$ cat src/rtl/prog_sequencer_if.sv
// Control/status bundle between the program sequencer and its testbench/core side.
// The sequencer drives everything except Start and Ack.
interface prog_sequencer_if #(
  parameter int CNT_W = 16
);
  logic             Start;
  logic             Ack;
  logic [1:0]       ProgState;
  logic             PCInit;
  logic [9:0]       StartAddr;
  logic             Busy;
  logic             ProgDone;
  logic             TimeoutErr;
  logic [CNT_W-1:0] CycleCount;
  logic [CNT_W-1:0] LastCycles;

  modport master (
    output Start, Ack,
    input  ProgState, PCInit, StartAddr, Busy, ProgDone, TimeoutErr, CycleCount, LastCycles
  );

  modport slave (
    input  Start, Ack,
    output ProgState, PCInit, StartAddr, Busy, ProgDone, TimeoutErr, CycleCount, LastCycles
  );
endinterface

$ cat src/rtl/prog_sequencer.sv
// Launches benchmark programs 1/2/3 in rotation: one-cycle PC init, RUN until Ack or watchdog, then a done pulse.
// Start seen in IDLE gives PCInit on the next cycle; Start elsewhere is dropped, never queued.
module prog_sequencer #(
  parameter logic [9:0]       PROG1_ADDR = 10'd0,
  parameter logic [9:0]       PROG2_ADDR = 10'd128,
  parameter logic [9:0]       PROG3_ADDR = 10'd320,
  parameter int               CNT_W      = 16,
  parameter logic [CNT_W-1:0] MAX_CYCLES = {CNT_W{1'b1}}
) (
  input  logic            CLK,
  input  logic            Reset,
  prog_sequencer_if.slave bus
);

  typedef enum logic [1:0] {S_IDLE, S_LOAD, S_RUN, S_DONE} state_t;

  state_t           r_state;
  state_t           w_next;
  logic [1:0]       r_prog;
  logic [1:0]       r_sel;
  logic [9:0]       r_addr;
  logic             r_tmo;
  logic [CNT_W-1:0] r_cnt;
  logic [CNT_W-1:0] r_last;
  logic [9:0]       w_base;
  logic [CNT_W:0]   w_cnt_inc;
  logic [CNT_W-1:0] w_cnt_nxt;
  logic             w_wdog;

  // Extra bit on the increment keeps the watchdog compare exact at the counter's top value.
  assign w_cnt_inc = {1'b0, r_cnt} + {{CNT_W{1'b0}}, 1'b1};
  assign w_cnt_nxt = (&r_cnt) ? r_cnt : w_cnt_inc[CNT_W-1:0];
  assign w_wdog    = (w_cnt_inc == {1'b0, MAX_CYCLES});

  always_comb begin
    w_base = PROG1_ADDR;
    case (r_sel)
      2'b10:   w_base = PROG2_ADDR;
      2'b11:   w_base = PROG3_ADDR;
      default: w_base = PROG1_ADDR;
    endcase
  end

  always_ff @(posedge CLK) begin
    if (Reset) r_state <= S_IDLE;
    else       r_state <= w_next;
  end

  always_comb begin
    w_next = r_state;
    case (r_state)
      S_IDLE:  if (bus.Start) w_next = S_LOAD;
      S_LOAD:  w_next = S_RUN;
      S_RUN:   if (bus.Ack || w_wdog) w_next = S_DONE;
      S_DONE:  w_next = S_IDLE;
      default: w_next = S_IDLE;
    endcase
  end

  always_ff @(posedge CLK) begin
    if (Reset) begin
      r_prog <= 2'b00;
      r_sel  <= 2'b01;
      r_addr <= PROG1_ADDR;
      r_tmo  <= 1'b0;
      r_cnt  <= '0;
      r_last <= '0;
    end else begin
      case (r_state)
        S_IDLE: begin
          if (bus.Start) begin
            r_prog <= r_sel;
            r_addr <= w_base;
            r_cnt  <= '0;
          end
        end
        S_RUN: begin
          r_cnt <= w_cnt_nxt;
          // Ack has priority: a program finishing on the watchdog cycle is not a timeout.
          if (bus.Ack) begin
            r_last <= w_cnt_nxt;
          end else if (w_wdog) begin
            r_tmo  <= 1'b1;
            r_last <= MAX_CYCLES;
          end
        end
        S_DONE: r_sel <= (r_sel == 2'b11) ? 2'b01 : r_sel + 2'd1;
        default: ;
      endcase
    end
  end

  assign bus.ProgState  = r_prog;
  assign bus.StartAddr  = r_addr;
  assign bus.PCInit     = (r_state == S_LOAD);
  assign bus.Busy       = (r_state == S_LOAD) || (r_state == S_RUN);
  assign bus.ProgDone   = (r_state == S_DONE);
  assign bus.TimeoutErr = r_tmo;
  assign bus.CycleCount = r_cnt;
  assign bus.LastCycles = r_last;

endmodule

$ cat src/flat_wrapper.sv
// flat-port wrapper written by rule: the top's interface ports become plain ports
module prog_sequencer_flat 
#(
  parameter logic [9:0]       PROG1_ADDR = 10'd0,
  parameter logic [9:0]       PROG2_ADDR = 10'd128,
  parameter logic [9:0]       PROG3_ADDR = 10'd320,
  parameter int               CNT_W      = 16,
  parameter logic [CNT_W-1:0] MAX_CYCLES = {CNT_W{1'b1}}
)
  (CLK, Reset, bus_Start, bus_Ack, bus_ProgState, bus_PCInit, bus_StartAddr, bus_Busy, bus_ProgDone, bus_TimeoutErr, bus_CycleCount, bus_LastCycles);
  prog_sequencer_if #(.CNT_W(CNT_W)) bus_i ();
  input  logic CLK;
  input  logic Reset;
  input wire logic [$bits(bus_i.Start)-1:0] bus_Start;
  input wire logic [$bits(bus_i.Ack)-1:0] bus_Ack;
  output wire logic [$bits(bus_i.ProgState)-1:0] bus_ProgState;
  output wire logic [$bits(bus_i.PCInit)-1:0] bus_PCInit;
  output wire logic [$bits(bus_i.StartAddr)-1:0] bus_StartAddr;
  output wire logic [$bits(bus_i.Busy)-1:0] bus_Busy;
  output wire logic [$bits(bus_i.ProgDone)-1:0] bus_ProgDone;
  output wire logic [$bits(bus_i.TimeoutErr)-1:0] bus_TimeoutErr;
  output wire logic [$bits(bus_i.CycleCount)-1:0] bus_CycleCount;
  output wire logic [$bits(bus_i.LastCycles)-1:0] bus_LastCycles;
  assign bus_i.Start = bus_Start;
  assign bus_i.Ack = bus_Ack;
  assign bus_ProgState = bus_i.ProgState;
  assign bus_PCInit = bus_i.PCInit;
  assign bus_StartAddr = bus_i.StartAddr;
  assign bus_Busy = bus_i.Busy;
  assign bus_ProgDone = bus_i.ProgDone;
  assign bus_TimeoutErr = bus_i.TimeoutErr;
  assign bus_CycleCount = bus_i.CycleCount;
  assign bus_LastCycles = bus_i.LastCycles;
  prog_sequencer #(.PROG1_ADDR(PROG1_ADDR), .PROG2_ADDR(PROG2_ADDR), .PROG3_ADDR(PROG3_ADDR), .CNT_W(CNT_W), .MAX_CYCLES(MAX_CYCLES)) u_core (.CLK(CLK), .Reset(Reset), .bus(bus_i));
endmodule
$ cat config.mk
export PLATFORM = sky130hd
export DESIGN_NAME = prog_sequencer_flat
export DESIGN_NICKNAME = d
export VERILOG_FILES = /design/src/rtl/prog_sequencer_if.sv /design/src/rtl/prog_sequencer.sv /design/src/flat_wrapper.sv
export SDC_FILE = /design/constraint.sdc
export NUM_CORES = 1
export LEC_CHECK = 0
export CORE_ASPECT_RATIO = 1.2
export CORE_MARGIN = 1
export CORE_UTILIZATION = 35
export DETAILED_ROUTE_END_ITERATION = 10
export PLACE_DENSITY = 0.65
export SYNTH_ARGS = -nofsm -noshare
export SYNTH_HDL_FRONTEND = slang
export SYNTH_SLANG_ARGS = --single-unit
$ cat constraint.sdc
create_clock -name CLK -period 5.1 [get_ports CLK]
set_clock_uncertainty 0.1 [all_clocks]
set_input_delay 1.02 -clock CLK [delete_from_list [all_inputs] [get_ports CLK]]
set_output_delay 1.02 -clock CLK [all_outputs]
set_load 0.005 [all_outputs]
==> impl_metrics.env <==
export IMPL_status="completed"
export IMPL_ys_async_sr_fraction_pct=0
export IMPL_syn_area_per_cell_um2=7.76
export IMPL_hold_viol=0
export IMPL_vias_per_cell=5.50
export IMPL_synthesis_area_um2=2420
export IMPL_p_leak_nw=1.02
export IMPL_fin_crit_sh_pct=63.3
export IMPL_p_total_uw=920
export IMPL_clkTransAtPathRegs_ns=0.09
export IMPL_preCtsSetupSlack_ns=1.78
export IMPL_grt_pass1_vias=2029
export IMPL_cp_start_kind="flop"
export IMPL_final_area_um2=2920
export IMPL_postCtsSetupBuffers=0
export IMPL_cp_end_kind="flop"
export IMPL_drv_slew=0
export IMPL_clk_latency_ns=0.30
export IMPL_cts_sinks=41
export IMPL_final_core_util_pct=44.5
export IMPL_cp_max_fo=17
export IMPL_grt_overflow=0
export IMPL_min_path_type="flop to flop"
export IMPL_cts_made_buffers=5
export IMPL_dpl_hpwl_um=4420
export IMPL_die_h_um=93.1
export IMPL_avgRoutedWirePerCell_um=14.9
export IMPL_num_rows=32
export IMPL_route_detailed_drc=0
export IMPL_crit_type="flop to flop"
export IMPL_gp_congestion=0.836
export IMPL_period_minus_slack_ns=3.23
export IMPL_worst_pin_slew_ns=0.769
export IMPL_max_freq_mhz=310
export IMPL_root_buffer="clkbuf_8"
export IMPL_synthCells=312
export IMPL_areaGrowthSynthToFinish_pct=20.7
export IMPL_cpPeakStageDelay_ns=0.65
export IMPL_cts_max_path_buffers=2
export IMPL_routed_wl_um=6350
export IMPL_num_vias=2342
export IMPL_core_um2=6570
export IMPL_tritoncts="built"
export IMPL_setup_tns_final_ns=0
export IMPL_htree_levels=2
export IMPL_maxSlewHeadroom_pct=48.7
export IMPL_ys_types=48
export IMPL_drv_cap=0
export IMPL_rsz0062_at_grt="false"
export IMPL_antenna_found_initial=0
export IMPL_cp_cell_sequence="ha_1, inv_1, or3_1, a222oi_1, and4_1, nor3_1, nor3_1"
export IMPL_grt_util_all_layers_pct=17.3
export IMPL_cts_resized=0
export IMPL_nets=353
export IMPL_drive_above_1_share_pct=5.28
export IMPL_yosys_warnings=0
export IMPL_io_pins=52
export IMPL_grt_start_max_net_pins=25
export IMPL_die_w_um=77.9
export IMPL_synth_edff_count=0
export IMPL_ys_seq_elements=41
export IMPL_cp_slowest_cell="and4_1"
export IMPL_cts_hold_buf=0
export IMPL_fp_dieArea_um2=7260
export IMPL_drtIter0Drc=185
export IMPL_antenna_left=0
export IMPL_ir_worst_vdd_mv=0.193
export IMPL_dpl_cell_area_um2=2830
export IMPL_diodes=0
export IMPL_seq_area_frac_synth_pct=33.9
export IMPL_finalSetupViolCount=0
export IMPL_portBuffers=44
export IMPL_finalWorstSetupSlack_ns=1.87
export IMPL_crit_top_cell="nor3_1"
export IMPL_first_pass_iters=4
export IMPL_yosys_most_used_dff="dfxtp_1"
export IMPL_crit_arrival_ns=3.35
export IMPL_crit_required_ns=5.22
export IMPL_grt_pass1_wl_um=10100
export IMPL_powerDensity_nw_per_um2=315
export IMPL_start_util_pct=36.9
==> synthesized netlist by cell type, types with 2 or more instances <==
cell type	n	area, µm²
a31o_2	2	17.5
mux2i_1	2	20.0
or3_1	3	18.8
xnor2_1	4	35.0
o31ai_1	3	22.5
and4_1	2	17.5
nor3_1	21	105
o21ai_0	30	150
and2_1	4	25.0
inv_1	10	37.5
a22oi_1	2	15.0
nor2_1	34	128
nand3_1	12	60.1
a211oi_1	2	15.0
buf_2	3	15.0
o31a_1	3	26.3
a311o_1	2	20.0
a21o_1	5	37.5
buf_4	12	90.1
nand2_1	25	93.8
nor2b_1	2	12.5
a21oi_1	26	130
a31oi_1	2	12.5
xor2_1	7	61.3
nand2b_1	2	12.5
nand4_1	4	25.0
ha_1	9	113
buf_1	2	7.51
clkbuf_1	12	45.0
dfxtp_1	41	821
nor4_1	6	37.5
buf_6	2	22.5
==> kinds of logic (layout without fill, tap and decap cells) <==
group,after synthesis,after routing,share of synthesized area [%]
and+or+nand+nor,123,123,25.6
AOI/OAI and AO/OA,84,84,21.9
DFF,41,41,33.9
buffers and inverters,41,64,8.99
xor gates and xnor gates,11,11,3.98
adders and majority gates,9,9,4.65
muxes,2,2,0.827
other,1,7,0.155
==> layer usage <==
metal	wire, µm	vias to the layer above	GRT usage, %
met3	340	9	3.12
li1	-	1146	-
met5	0	-	0
met2	2980	78	28.4
met1	2950	1109	23.0
met4	87	0	5.71
==> layout make-up <==
type | instances | area (µm²)
well taps | 85 | 106
multi-input cells | 236 | 1410
clock inverters | 2 | 13.8
clock buffers | 6 | 82.6
inverters | 10 | 37.5
repair buffers | 46 | 455
fillers | 696 | 3640
flip-flops and latches | 41 | 821
==> power breakdown <==
group | total (mW) | switching, mW | internal, mW
Sequential | 0.384 | 0.0318 | 0.352
Clock | 0.227 | 0.118 | 0.110
Combinational | 0.309 | 0.171 | 0.138
==> through the flow <==
| step | std cells | hold slack, ns |
|---|---|---|
| 2_1_floorplan | 318 | 0.353 |
| 3_3_place_gp | 418 | 0.344 |
| 3_5_place_dp | 418 | 0.346 |
| 4_1_cts | 426 | 0.358 |
| 5_1_grt | 426 | 0.401 |
| 6_report | 426 | 0.357 |
==> final timing paths <==
kind	startpoint	to	slack, ns	cells after the start
max	u_core.bus.CycleCount[0]$_SDFFE_PP0P_	u_core.bus.LastCycles[0]$_SDFFE_PP0P_	1.87	7
min	u_core.bus.StartAddr[7]$_SDFFE_PP0P_	u_core.bus.StartAddr[7]$_SDFFE_PP0P_	0.36	2
max reg2reg	u_core.bus.CycleCount[0]$_SDFFE_PP0P_	u_core.bus.LastCycles[0]$_SDFFE_PP0P_	1.87	7
min reg2reg	u_core.bus.StartAddr[7]$_SDFFE_PP0P_	u_core.bus.StartAddr[7]$_SDFFE_PP0P_	0.36	2
==> critical path, delay by kind of cell (launching register included) <==
kind,cells,cell delay (ns)
AOI/OAI and AO/OA,1,0.41
adders and majority gates,1,0.47
buffers and inverters,1,0.17
DFF,1,0.61
and+or+nand+nor,4,1.38
==> sequential cells by signal, indices dropped and copies added, names as in the netlist <==
name and cells:
u_core.bus.CycleCount 16, u_core.bus.TimeoutErr 1, u_core.bus.StartAddr 2, u_core.bus.LastCycles 16, u_core.r_sel 2, u_core.r_state 2, u_core.bus.ProgState 2
==> placed cells by master (no fill, tap or decap), drive strengths merged, types with 2 or more instances in the layout <==
cell           netlist  layout
a211oi               2       2
a21o                 5       5
a21oi               26      26
a22oi                2       2
a311o                2       2
a31o                 2       2
a31oi                2       2
and2                 4       4
and4                 2       2
buf                 19       2
clkbuf              12       6
clkdlybuf4s50        0      44
clkinv               0       2
conb                 1       7
dfxtp               41      41
ha                   9       9
inv                 10      10
mux2i                2       2
nand2               25      25
nand2b               2       2
nand3               13      13
nand4                5       5
nor2                34      34
nor2b                2       2
nor3                21      21
nor4                 7       7
o21ai               30      30
o31a                 3       3
o31ai                3       3
or3                  3       3
or4                  2       2
xnor2                4       4
xor2                 7       7
Power figures use the tool's default switching activity.
==> variant 1: new RTL, config.mk and constraints unchanged <==
`CNT_W` is set to 16 in 3 places; all go to 32.
--- a/src/rtl/prog_sequencer_if.sv
+++ b/src/rtl/prog_sequencer_if.sv
@@ -1,7 +1,7 @@
 // Control/status bundle between the program sequencer and its testbench/core side.
 // The sequencer drives everything except Start and Ack.
 interface prog_sequencer_if #(
-  parameter int CNT_W = 16
+  parameter int CNT_W = 32
 );
   logic             Start;
   logic             Ack;
--- a/src/rtl/prog_sequencer.sv
+++ b/src/rtl/prog_sequencer.sv
@@ -4,7 +4,7 @@
   parameter logic [9:0]       PROG1_ADDR = 10'd0,
   parameter logic [9:0]       PROG2_ADDR = 10'd128,
   parameter logic [9:0]       PROG3_ADDR = 10'd320,
-  parameter int               CNT_W      = 16,
+  parameter int               CNT_W      = 32,
   parameter logic [CNT_W-1:0] MAX_CYCLES = {CNT_W{1'b1}}
 ) (
   input  logic            CLK,
--- a/src/flat_wrapper.sv
+++ b/src/flat_wrapper.sv
@@ -4,7 +4,7 @@
   parameter logic [9:0]       PROG1_ADDR = 10'd0,
   parameter logic [9:0]       PROG2_ADDR = 10'd128,
   parameter logic [9:0]       PROG3_ADDR = 10'd320,
-  parameter int               CNT_W      = 16,
+  parameter int               CNT_W      = 32,
   parameter logic [CNT_W-1:0] MAX_CYCLES = {CNT_W{1'b1}}
 )
   (CLK, Reset, bus_Start, bus_Ack, bus_ProgState, bus_PCInit, bus_StartAddr, bus_Busy, bus_ProgDone, bus_TimeoutErr, bus_CycleCount, bus_LastCycles);
Interface: changed (resized bus_CycleCount and bus_LastCycles); port bits go from 52 to 84. The function was not compared with the original's and may differ.
==> variant 1 against the unedited design <==
Via count rose by 66%; final area up 77%; core utilization rose by 0.13 points; worst setup slack lost 0.44 ns; sequential cell count is 32 higher; synthesized area up 71%; routed wire length rose by 87%; synthesized cell count up 65%; worst hold slack improved by 0.0056 ns; power is 90% higher; critical path depth grew 2; largest power group is now the clock network; highest routed layer unchanged.
==> variant 1: results (changes against the unedited design) <==
status: "complete, no violations"
rr_worst_depth: 9  # +2
first_global_vias: 3673  # +81%
synth-xor-area-share_pct: 6.34  # +2.4 points
p_clk_uw: 695  # +210%
pre_cts_ws_ns: 1.39  # -0.381 ns
whs_path_depth: 1  # -1
synth_cell_types: 52  # +8.3%
holdPathEnd: "u_core.bus.LastCycles[5]"
gp_congestion: 0.922  # +10%
avgSynthCellArea_um2: 8.05  # +3.7%
cp_max_fo: 32  # +15
p_sw_share_pct: 27.3  # -7.6 points
cp.arrival_ns: 3.84  # +0.49 ns
grt_max_degree: 38  # +52%
io_buffers: 76  # +73%
dr.pass1.iters: 5  # +1
routed_via_density: 5.39  # -2.0%
ir_drop_uv: 238  # +23%
synth-adder-area-share_pct: 2.72  # -1.9 points
clk_latency_ns: 0.34  # +0.04 ns
drive_gt1_share_pct: 6.55  # +1.3 points
wl_per_cell_um: 16.4  # +10%
yosys-top-cells-count: "a21oi_1, dfxtp_1, nand2_1, nor2_1, o21ai_0"
placed_area_um2: 4830  # +71%
-- variant 1: cell count changes after synthesis, moves of 9 or more --
cell	change
a21oi_1	+51
dfxtp_1	+32
nand2_1	+16
nor3_1	-11
o21a_1	+29
o21ai_0	+9
xnor2_1	+11
-- variant 1: routing by layer --
layer | wire, um | share of wire [%] | vias up | GRT usage, %
met5 | 0 | 0 | - | 0
met4 | 344 | 2.9 | 0 | 8.97
met3 | 601 | 5.1 | 26 | 4.09
met2 | 5860 | 49 | 128 | 34.0
met1 | 5050 | 43 | 1844 | 24.5
li1 | - | - | 1891 | -
-- variant 1: cells by family after synthesis --
family | count (synthesis)
and+or+nand+nor | 168
buffers and inverters | 63
other | 1
xor gates and xnor gates | 30
adders and majority gates | 9
DFF | 73
muxes | 3
AOI/OAI and AO/OA | 168
-- variant 1: worst max-delay path by stage --
stage	startpoint	endpoint	slack (ns)
after CTS	u_core.bus.CycleCount[0]	u_core.bus.LastCycles[1]	1.38
after floorplan	u_core.bus.CycleCount[1]	u_core.bus.LastCycles[16]	1.97
after global routing	u_core.bus.CycleCount[0]	u_core.bus.LastCycles[1]	1.19
final	u_core.bus.CycleCount[0]	u_core.bus.LastCycles[1]	1.44
after global placement	u_core.bus.CycleCount[0]	u_core.bus.LastCycles[0]	1.55
after detailed placement	u_core.bus.CycleCount[0]	u_core.bus.LastCycles[1]	1.39
-- variant 1: area by class of cell --
type / count / area, um^2
fill: 1162 / 6410
multi-input combinational: 385 / 2350
sequential: 73 / 1460
timing repair buffer: 79 / 778
clock buffer: 10 / 239
tap: 157 / 196
clock inverter: 6 / 90.1
inverter: 12 / 45.0
==> variant 2: new RTL, same settings <==
Without the edit above. Re-encode `state_t` (4 states) as Gray code, 2 bits wide.
--- a/src/rtl/prog_sequencer.sv
+++ b/src/rtl/prog_sequencer.sv
@@ -12,7 +12,7 @@
   prog_sequencer_if.slave bus
 );
 
-  typedef enum logic [1:0] {S_IDLE, S_LOAD, S_RUN, S_DONE} state_t;
+  typedef enum logic [1:0] {S_IDLE = 2'b00, S_LOAD = 2'b01, S_RUN = 2'b11, S_DONE = 2'b10} state_t;
 
   state_t           r_state;
   state_t           w_next;
Formal check against the unedited RTL: no difference found for any inputs over 10 cycles, from zero or initial values and one cycle with Reset high; not proved beyond that.
==> variant 2 against the unedited design <==
Final area is 0.21% higher; sequential share of layout area is 0.060 points lower; register-to-register slack better by 0.26 ns; sequential cell count stayed put; critical path depth is 1 lower; core utilization is 0.095 points higher; worst setup slack better by 0.15 ns; synthesized area hardly changed; highest routed layer unchanged; first-iteration DRC count is 31% lower; routed wire length is 0.68% lower; critical path type is now input port to register.
Power is not compared: it rests on default switching activity, and its combinational part moved more than twofold at a synthesized area within 25%.
==> variant 2: results (changes against the unedited design) <==
grt_pass1_wl_um: 10200  # +0.81%
synth_top_area_share_pct: 33.9  # about the same
antenna_found_initial: 0  # unchanged
nets: 357  # +1.1%
synthMuxAreaShare_pct: 0.465  # -0.36 points
ys_seq_area_share_pct: 33.9  # about the same
synth-xor-area-share_pct: 4.71  # +0.73 points
wl_per_cell_um: 14.5  # -2.5%
rr_worst_depth: 7  # unchanged
synth_cells: 320  # +2.6%
yosys-top-cells-count: "a21oi_1, dfxtp_1, o21ai_0"
status: "complete, no violations"
postCtsSetupBuffers: 0  # unchanged
routed_via_density: 5.37  # -2.3%
p_sw_uw: 165
cp_max_fo: 12  # -5
dr.first_iter.drc_count: 128  # -31%
clk_latency_ns: 0.30  # about the same
drive_gt1_share_pct: 6.02  # +0.74 points
hp-class: "register to register"
whs_path_depth: 2  # unchanged
cts.clk_slew.worst_paths_ns: 0.08
hpwl_um: 4520  # +2.3%
synth_cell_types: 49  # +2.1%
placed_area_um2: 2840  # +0.58%
gp_congestion: 0.878  # +5.0%
via_count: 2330  # -0.51%
synth_compound_area_share_pct: 25.2  # +3.3 points
cp.arrival_ns: 3.16  # -0.19 ns
synth-main-ff-cell: "dfxtp_1"
synth-adder-area-share_pct: 2.59  # -2.1 points
grt_max_degree: 39  # +56%
place_inst: 426  # +1.9%
worst_pin_slew_ns: 0.860  # +0.0908 ns
track_usage_pct: 17.8  # +0.42 points
first_global_vias: 2050  # +1.0%
pre_cts_ws_ns: 1.76  # -0.0134 ns
netlist_top_cells_area: "dfxtp_1, a21oi_1, o21ai_0, nor2_1, xnor2_1"
yosys_warnings: 0  # unchanged
## variant 2: cell types whose count changed in the layout (fill, tap and decap cells not counted), sizes merged, moves of 7 or more
| cell | unedited run | this run |
|---|---|---|
| nand3 | 13 | 6 |
| nor3 | 21 | 7 |
| inv | 10 | 19 |
| a21oi | 26 | 51 |
## variant 2: metal layers
layer,global-route usage [%],vias to the layer above,part of all wire [%]
met3,2.44,13,6.0
met5,0,-,0
met1,23.3,1066,44
met2,28.8,81,46
met4,8.33,0,3.4
li1,-,1170,-
## variant 2: final timing paths
| path | startpoint | to | slack [ns] |
|---|---|---|---|
| setup / recovery | bus_Ack | u_core.bus.LastCycles[8] | 2.02 |
| hold / removal | u_core.bus.ProgState[0] | u_core.bus.ProgState[0] | 0.36 |
| setup reg to reg | u_core.bus.CycleCount[0] | u_core.bus.LastCycles[1] | 2.13 |
| hold reg to reg | u_core.bus.ProgState[0] | u_core.bus.ProgState[0] | 0.36 |
## variant 2: critical path, cell delays in order
cell and delay (ns):
clkdlybuf4s50_1 0.76, nand2_1 0.20, a21oi_1 0.70, o21ai_0 0.24
o211ai_1 0.16, a21oi_1 0.06
## variant 2: power groups by stage
stage / Clock, uW / Combinational (uW) / Sequential [uW]
2_1_floorplan: 0 / 46.7 / 342
3_3_place_gp: 0 / 67.0 / 345
3_5_place_dp: 0 / 68.3 / 345
4_1_cts: 220 / 68.6 / 337
5_1_grt: 229 / 76.2 / 339
6_report: 212 / 68.1 / 337
## variant 2: area by class of cell
| class | instances | area [um^2] |
|---|---|---|
| clock buffer | 5 | 68.8 |
| clock inverter | 3 | 17.5 |
| tap | 85 | 106 |
| sequential | 41 | 821 |
| fill | 698 | 3640 |
| inverter | 19 | 71.3 |
| timing repair buffer | 47 | 463 |
| multi-input combinational | 234 | 1380 |
